==> config.mk <==
export PLATFORM = sky130hd
export DESIGN_NAME = sort_checker_avalon
export DESIGN_NICKNAME = d
export VERILOG_FILES = /design/src/rtl/sort_checker_pkg.sv /design/src/rtl/sort_checker_lfsr.sv /design/src/rtl/sort_checker_avalon.sv
export SDC_FILE = /design/constraint.sdc
export NUM_CORES = 1
export LEC_CHECK = 0
export ABC_AREA = 1
export CORE_MARGIN = 5
export CORE_UTILIZATION = 40
export DETAILED_ROUTE_END_ITERATION = 16
export PLACE_DENSITY_LB_ADDON = 0.12
export SETUP_SLACK_MARGIN = 0.2
export SYNTH_ARGS = -nofsm -noshare
export SYNTH_HDL_FRONTEND = slang
export SYNTH_SLANG_ARGS = --single-unit
export TNS_END_PERCENT = 10
==> constraint.sdc <==
create_clock -name clk_i -period 3 [get_ports clk_i]
set_input_delay 0.6 -clock clk_i [delete_from_list [all_inputs] [get_ports clk_i]]
set_output_delay 0.6 -clock clk_i [all_outputs]
set_load 0.01 [all_outputs]
==> src/rtl/sort_checker_pkg.sv <==
// Shared types and constants for the Avalon-ST sort checker.
package sort_checker_pkg;

    typedef enum logic [0:0] {
        IDLE   = 1'b0,
        IN_PKT = 1'b1
    } state_t;

    // Fibonacci LFSR, taps 8,6,5,4 expressed as a mask on bits [7:0]
    localparam logic [7:0] LFSR_SEED = 8'hA5;
    localparam logic [7:0] LFSR_TAPS = 8'hB8;

endpackage

==> src/rtl/sort_checker_lfsr.sv <==
// 8-bit Fibonacci LFSR used to pace snk_ready_o.
// Only built when SORT_CHECKER_BACKPRESSURE_EN is defined.
module sort_checker_lfsr
    import sort_checker_pkg::*;
(
    input  logic clk_i,
    input  logic arst_n_i,
    output logic bit_o
);

    logic [7:0] lfsr_q, lfsr_d;

    // Shift left, feeding back the XOR of the tapped bits
    always_comb begin
        lfsr_d = {lfsr_q[6:0], ^(lfsr_q & LFSR_TAPS)};
    end

    // LFSR state register, reloads the seed on reset
    always_ff @(posedge clk_i or negedge arst_n_i) begin
        if (!arst_n_i) begin
            lfsr_q <= LFSR_SEED;
        end else begin
            lfsr_q <= lfsr_d;
        end
    end

    assign bit_o = lfsr_q[0];

endmodule

==> src/rtl/sort_checker_avalon.sv <==
// Avalon-ST sink that checks each packet is non-decreasing, correctly framed and
// no longer than MAX_PKT_LEN beats, and reports one registered verdict per packet.
// Optional macro SORT_CHECKER_BACKPRESSURE_EN paces snk_ready_o from an LFSR.
module sort_checker_avalon
    import sort_checker_pkg::*;
#(
    parameter int unsigned DWIDTH      = 4,
    parameter int unsigned MAX_PKT_LEN = 5,
    parameter int unsigned CNT_WIDTH   = 16
) (
    input  logic                             clk_i,
    input  logic                             arst_n_i,
    input  logic [DWIDTH-1:0]                snk_data_i,
    input  logic                             snk_valid_i,
    input  logic                             snk_startofpacket_i,
    input  logic                             snk_endofpacket_i,
    output logic                             snk_ready_o,
    output logic                             pkt_done_o,
    output logic [$clog2(MAX_PKT_LEN+1):0]   pkt_len_o,
    output logic                             pkt_ok_o,
    output logic                             err_order_o,
    output logic                             err_framing_o,
    output logic                             err_len_o,
    output logic [CNT_WIDTH-1:0]             pkt_cnt_o,
    output logic [CNT_WIDTH-1:0]             err_cnt_o
);

    localparam int unsigned LenW = $clog2(MAX_PKT_LEN + 1) + 1;
    localparam logic [LenW-1:0] LenMax = LenW'(MAX_PKT_LEN);
    localparam logic [LenW-1:0] LenSat = LenW'(MAX_PKT_LEN + 1);

    state_t                state_q, state_d;
    logic [DWIDTH-1:0]     prev_q, prev_d;
    logic [LenW-1:0]       len_q, len_d, len_inc;
    logic                  ord_q, ord_d, lerr_q, lerr_d;
    // A sop+eop beat inside an open packet yields two verdicts; the second waits here
    logic                  pend_q, pend_d;
    logic                  ready_q, ready_d;
    logic                  done_q, done_d, vok_q, vok_d;
    logic [LenW-1:0]       vlen_q, vlen_d;
    logic                  vord_q, vord_d, vfrm_q, vfrm_d, vlerr_q, vlerr_d;
    logic [CNT_WIDTH-1:0]  pkt_cnt_q, pkt_cnt_d, err_cnt_q, err_cnt_d;
    logic                  report;
    logic [LenW-1:0]       rep_len;
    logic                  rep_ord, rep_frm, rep_lerr, rep_ok;
    logic                  xfer, pace;

    assign xfer = snk_valid_i && ready_q;

`ifdef SORT_CHECKER_BACKPRESSURE_EN
    sort_checker_lfsr u_lfsr (
        .clk_i    (clk_i),
        .arst_n_i (arst_n_i),
        .bit_o    (pace)
    );
`else
    assign pace = 1'b1;
`endif

    // FSM state register
    always_ff @(posedge clk_i or negedge arst_n_i) begin
        if (!arst_n_i) begin
            state_q <= IDLE;
        end else begin
            state_q <= state_d;
        end
    end

    // FSM next-state logic
    always_comb begin
        state_d = state_q;
        if (xfer) begin
            unique case (state_q)
                IDLE: begin
                    if (snk_startofpacket_i && !snk_endofpacket_i) state_d = IN_PKT;
                end
                IN_PKT: begin
                    if (snk_endofpacket_i) state_d = IDLE;
                end
                default: state_d = IDLE;
            endcase
        end
    end

    // Packet tracking and verdict next-state
    always_comb begin
        prev_d    = prev_q;
        len_d     = len_q;
        ord_d     = ord_q;
        lerr_d    = lerr_q;
        pend_d    = 1'b0;
        report    = 1'b0;
        rep_len   = '0;
        rep_ord   = 1'b0;
        rep_frm   = 1'b0;
        rep_lerr  = 1'b0;
        len_inc   = (len_q == LenSat) ? len_q : len_q + LenW'(1);
        if (pend_q) begin
            // Deferred single-beat packet; ready was low so no transfer this cycle
            report  = 1'b1;
            rep_len = LenW'(1);
        end else if (xfer) begin
            unique case (state_q)
                IDLE: begin
                    if (snk_startofpacket_i) begin
                        prev_d = snk_data_i;
                        len_d  = LenW'(1);
                        ord_d  = 1'b0;
                        lerr_d = 1'b0;
                        if (snk_endofpacket_i) begin
                            report  = 1'b1;
                            rep_len = LenW'(1);
                        end
                    end else begin
                        report  = 1'b1;
                        rep_frm = 1'b1;
                    end
                end
                IN_PKT: begin
                    if (snk_startofpacket_i) begin
                        report   = 1'b1;
                        rep_len  = len_q;
                        rep_ord  = ord_q;
                        rep_frm  = 1'b1;
                        rep_lerr = lerr_q;
                        prev_d   = snk_data_i;
                        len_d    = LenW'(1);
                        ord_d    = 1'b0;
                        lerr_d   = 1'b0;
                        pend_d   = snk_endofpacket_i;
                    end else begin
                        len_d  = len_inc;
                        ord_d  = ord_q | (snk_data_i < prev_q);
                        lerr_d = lerr_q | (len_inc > LenMax);
                        prev_d = snk_data_i;
                        if (snk_endofpacket_i) begin
                            report   = 1'b1;
                            rep_len  = len_d;
                            rep_ord  = ord_d;
                            rep_lerr = lerr_d;
                        end
                    end
                end
                default: ;
            endcase
        end

        rep_ok    = !(rep_ord || rep_frm || rep_lerr);
        done_d    = report;
        vlen_d    = vlen_q;
        vok_d     = vok_q;
        vord_d    = vord_q;
        vfrm_d    = vfrm_q;
        vlerr_d   = vlerr_q;
        pkt_cnt_d = pkt_cnt_q;
        err_cnt_d = err_cnt_q;
        if (report) begin
            vlen_d  = rep_len;
            vok_d   = rep_ok;
            vord_d  = rep_ord;
            vfrm_d  = rep_frm;
            vlerr_d = rep_lerr;
            if (!(&pkt_cnt_q)) pkt_cnt_d = pkt_cnt_q + CNT_WIDTH'(1);
            if (!rep_ok && !(&err_cnt_q)) err_cnt_d = err_cnt_q + CNT_WIDTH'(1);
        end
        // Stall one cycle while a deferred verdict drains
        ready_d = pace && !pend_d;
    end

    // Datapath and verdict registers
    always_ff @(posedge clk_i or negedge arst_n_i) begin
        if (!arst_n_i) begin
            prev_q    <= '0;
            len_q     <= '0;
            ord_q     <= 1'b0;
            lerr_q    <= 1'b0;
            pend_q    <= 1'b0;
            ready_q   <= 1'b0;
            done_q    <= 1'b0;
            vlen_q    <= '0;
            vok_q     <= 1'b0;
            vord_q    <= 1'b0;
            vfrm_q    <= 1'b0;
            vlerr_q   <= 1'b0;
            pkt_cnt_q <= '0;
            err_cnt_q <= '0;
        end else begin
            prev_q    <= prev_d;
            len_q     <= len_d;
            ord_q     <= ord_d;
            lerr_q    <= lerr_d;
            pend_q    <= pend_d;
            ready_q   <= ready_d;
            done_q    <= done_d;
            vlen_q    <= vlen_d;
            vok_q     <= vok_d;
            vord_q    <= vord_d;
            vfrm_q    <= vfrm_d;
            vlerr_q   <= vlerr_d;
            pkt_cnt_q <= pkt_cnt_d;
            err_cnt_q <= err_cnt_d;
        end
    end

    assign snk_ready_o   = ready_q;
    assign pkt_done_o    = done_q;
    assign pkt_len_o     = vlen_q;
    assign pkt_ok_o      = vok_q;
    assign err_order_o   = vord_q;
    assign err_framing_o = vfrm_q;
    assign err_len_o     = vlerr_q;
    assign pkt_cnt_o     = pkt_cnt_q;
    assign err_cnt_o     = err_cnt_q;

endmodule

==> impl_metrics.toml <==
[clocking]
cts_buffers = 5
h-tree-depth = 2
cts_tree = "done"
cts.root.buffer_cell = "clkbuf_8"
cts.sinks = 54
clock_latency_ps = 310
ctsHoldBuffers = 0
clock_tree.buffer_depth = 2
cts_setup_buffers = 0
clkTransAtPathRegs_ps = 100
cts-resized-gates = 0

[placement]
gp_congestion = 0.8572
port-buffer-count = 50
post-place-cells = 535
hpwl_um = 5275

[die]
ios = 51
placeableCoreArea_sq_um = 7647
start_util_pct = 40.67
die_y_um = 98.18
die_area_sq_um = 9639
die_w_um = 98.18
rows = 32

[detailed_routing]
via_per_inst = 4.825
wl_um = 7046
wire_per_inst_um = 12.98
first_iter_violations = 146
ant_nets = 0
dr.pass1.iters = 4
post-route-drc-count = 0
vias = 2620

[run_status]
status = "finished, final reports clean"

[global_route]
overflow = 0
antenna_found_initial = 0
grt_pass1_wl_um = 12320
grt_max_degree = 55
grt_usage_pct = 15.43
grt_pass1_vias = 2550

[final_layout]
final_cell_mix = "108 x nand2_1, 54 x dfrtp_1, 53 x inv_1, 49 x clkdlybuf4s50_1"
syn2layout_area_growth_pct = 21.48
final_common_cell = "nand2_1"
drive_above_1_share_pct = 7.029
fin_cells = 543
antenna_cells = 0
final_nets = 458

[critical_path]
endpoint_kind = "flop"
cp_max_fo = 13
critPathLaunchType = "input pin"
critPathKind = "input pin to flop"
crit_arrival_ps = 2520
cp_data_required_time_ps = 3200

[synthesis]
ys_seq_area_share_pct = 43.44
syn_inst = 388
yosys_warnings = 0
synth_nets = 406
yosys_register_bits = 54
avgSynthCellArea_sq_um = 8.017
ys_types = 36
synth_area_sq_um = 3110

[pwr]
p_leak_uw = 0.001745
pwr_density_cell_nw_per_um2 = 500.8
max-vdd-ir-drop_uv = 265.6

[sta]
worst_pin_slew_ps = 683.0
maxSlewHeadroom_pct = 54.47
min_period_over_period_pct = 77.34
slew_violations = 0
grt_setup_unrepaired = "no"
setup_tns_ps = 0
min_period_ps = 2320
finalSetupViolCount = 0
fmax_mhz = 431.0
fin_skew_ps = 10.73
timing_hold_violations_final = 0

[hold_path]
hold_class = "input pin to asynchronous set/reset pin"

[job]
cap_violations = 0
[report_power, final]
group	switching [uW]	total (uW)	internal (uW)	leakage (uW)
logic	292	547	255	0.000994
registers	113	938	825	0.000706
clock network	241	407	166	0.0000452
[synth_stat cells]
cell	instances	share of area, %
nand2_1	108	13
dfrtp_1	54	43
inv_1	53	6.4
nor2_1	21	2.5
xor2_1	21	5.9
nand3_1	20	3.2
nand4_1	20	4.0
nor3_1	15	2.4
o21ai_0	15	2.4
ha_1	9	3.6
a21oi_1	7	1.1
xnor2_1	5	1.4
buf_6	4	1.4
nor2_2	4	0.80
o22ai_1	4	0.80
buf_2	3	0.48
inv_2	2	0.24
nand2_2	2	0.40
nand3_2	2	0.64
nor3_2	2	0.64
nor4_1	2	0.40
a21oi_2	1	0.28
a22o_1	1	0.28
a22oi_1	1	0.24
a32oi_1	1	0.28
clkbuf_1	1	0.12
inv_4	1	0.20
nand2_4	1	0.36
nand3_4	1	0.56
nand4_2	1	0.40
nor3_4	1	0.52
o21ai_1	1	0.16
o21ai_4	1	0.52
o31ai_1	1	0.24
or2_1	1	0.20
or2_2	1	0.20
[logic make-up (layout without fill, tap and decap cells)]
kind of cell    count (synthesis)  in the layout  synth area share [%]
xor+xnor                       26             26                 7.321
compound gates                 33             33                 6.356
buf+inv                        64            117                 8.890
flops                          54             54                 43.44
fa+ha+maj                       9              9                 3.620
simple gates                  202            202                 30.37
[layout make-up]
class,instances,area [sq um]
sequential,54,1351
inverter,56,212.7
tap,102,127.6
clock inverter,2,13.76
clock buffer,6,72.57
fill,755,3869
multi-input combinational,270,1483
timing repair buffer,53,518.0
[per-layer routing]
metal / track usage (%) / wire length (um) / vias to the layer above
met5: 0 / 0 / -
met4: 5.042 / 114 / 0
met3: 3.643 / 343 / 9
met2: 23.61 / 3124 / 55
met1: 21.62 / 3463 / 1198
li1: - / - / 1358
[worst max-delay path: stages]
cell	delay [ps]
clkdlybuf4s50_1	660
inv_4	100
nand2_1	140
a21oi_2	100
o21ai_4	160
nand2_2	230
nor2_2	190
nand2_1	110
o21ai_0	160
nand2_1	60
[metrics by stage]
stage                     hold slack [ps]  util, %  setup slack, ps  area [sq um]  power, uW
after floorplan                     304.4        -             1159          3110       1247
after global placement              469.1    48.28            401.4          3692       1498
after detailed placement            471.9    48.28            351.0          3692       1509
after CTS                           436.1    49.41            686.0          3779       1921
after global routing                473.6    49.41            484.6          3779       2028
final                               411.9    49.41            679.7          3779       1892
[state kept, by name, summed over array words and instances, names as in the netlist, 4 cells and up]
register / count
pkt_len_o: 4
prev_q: 4
pkt_cnt_o: 16
len_q: 4
err_cnt_o: 16
[worst paths after layout]
check,start,endpoint,slack [ps],cells after the start
max,snk_startofpacket_i,pkt_cnt_o[14],680,10
min,arst_n_i,pkt_cnt_o[6],410,2
max reg2reg,err_cnt_o[0],err_cnt_o[0],690,7
min reg2reg,prev_q[0],prev_q[0],490,2
max in group asynchronous,arst_n_i,len_q[2],2140,2
min in group clk_i,prev_q[0],prev_q[0],490,2
No activity file was read; power rests on OpenSTA's default activity.
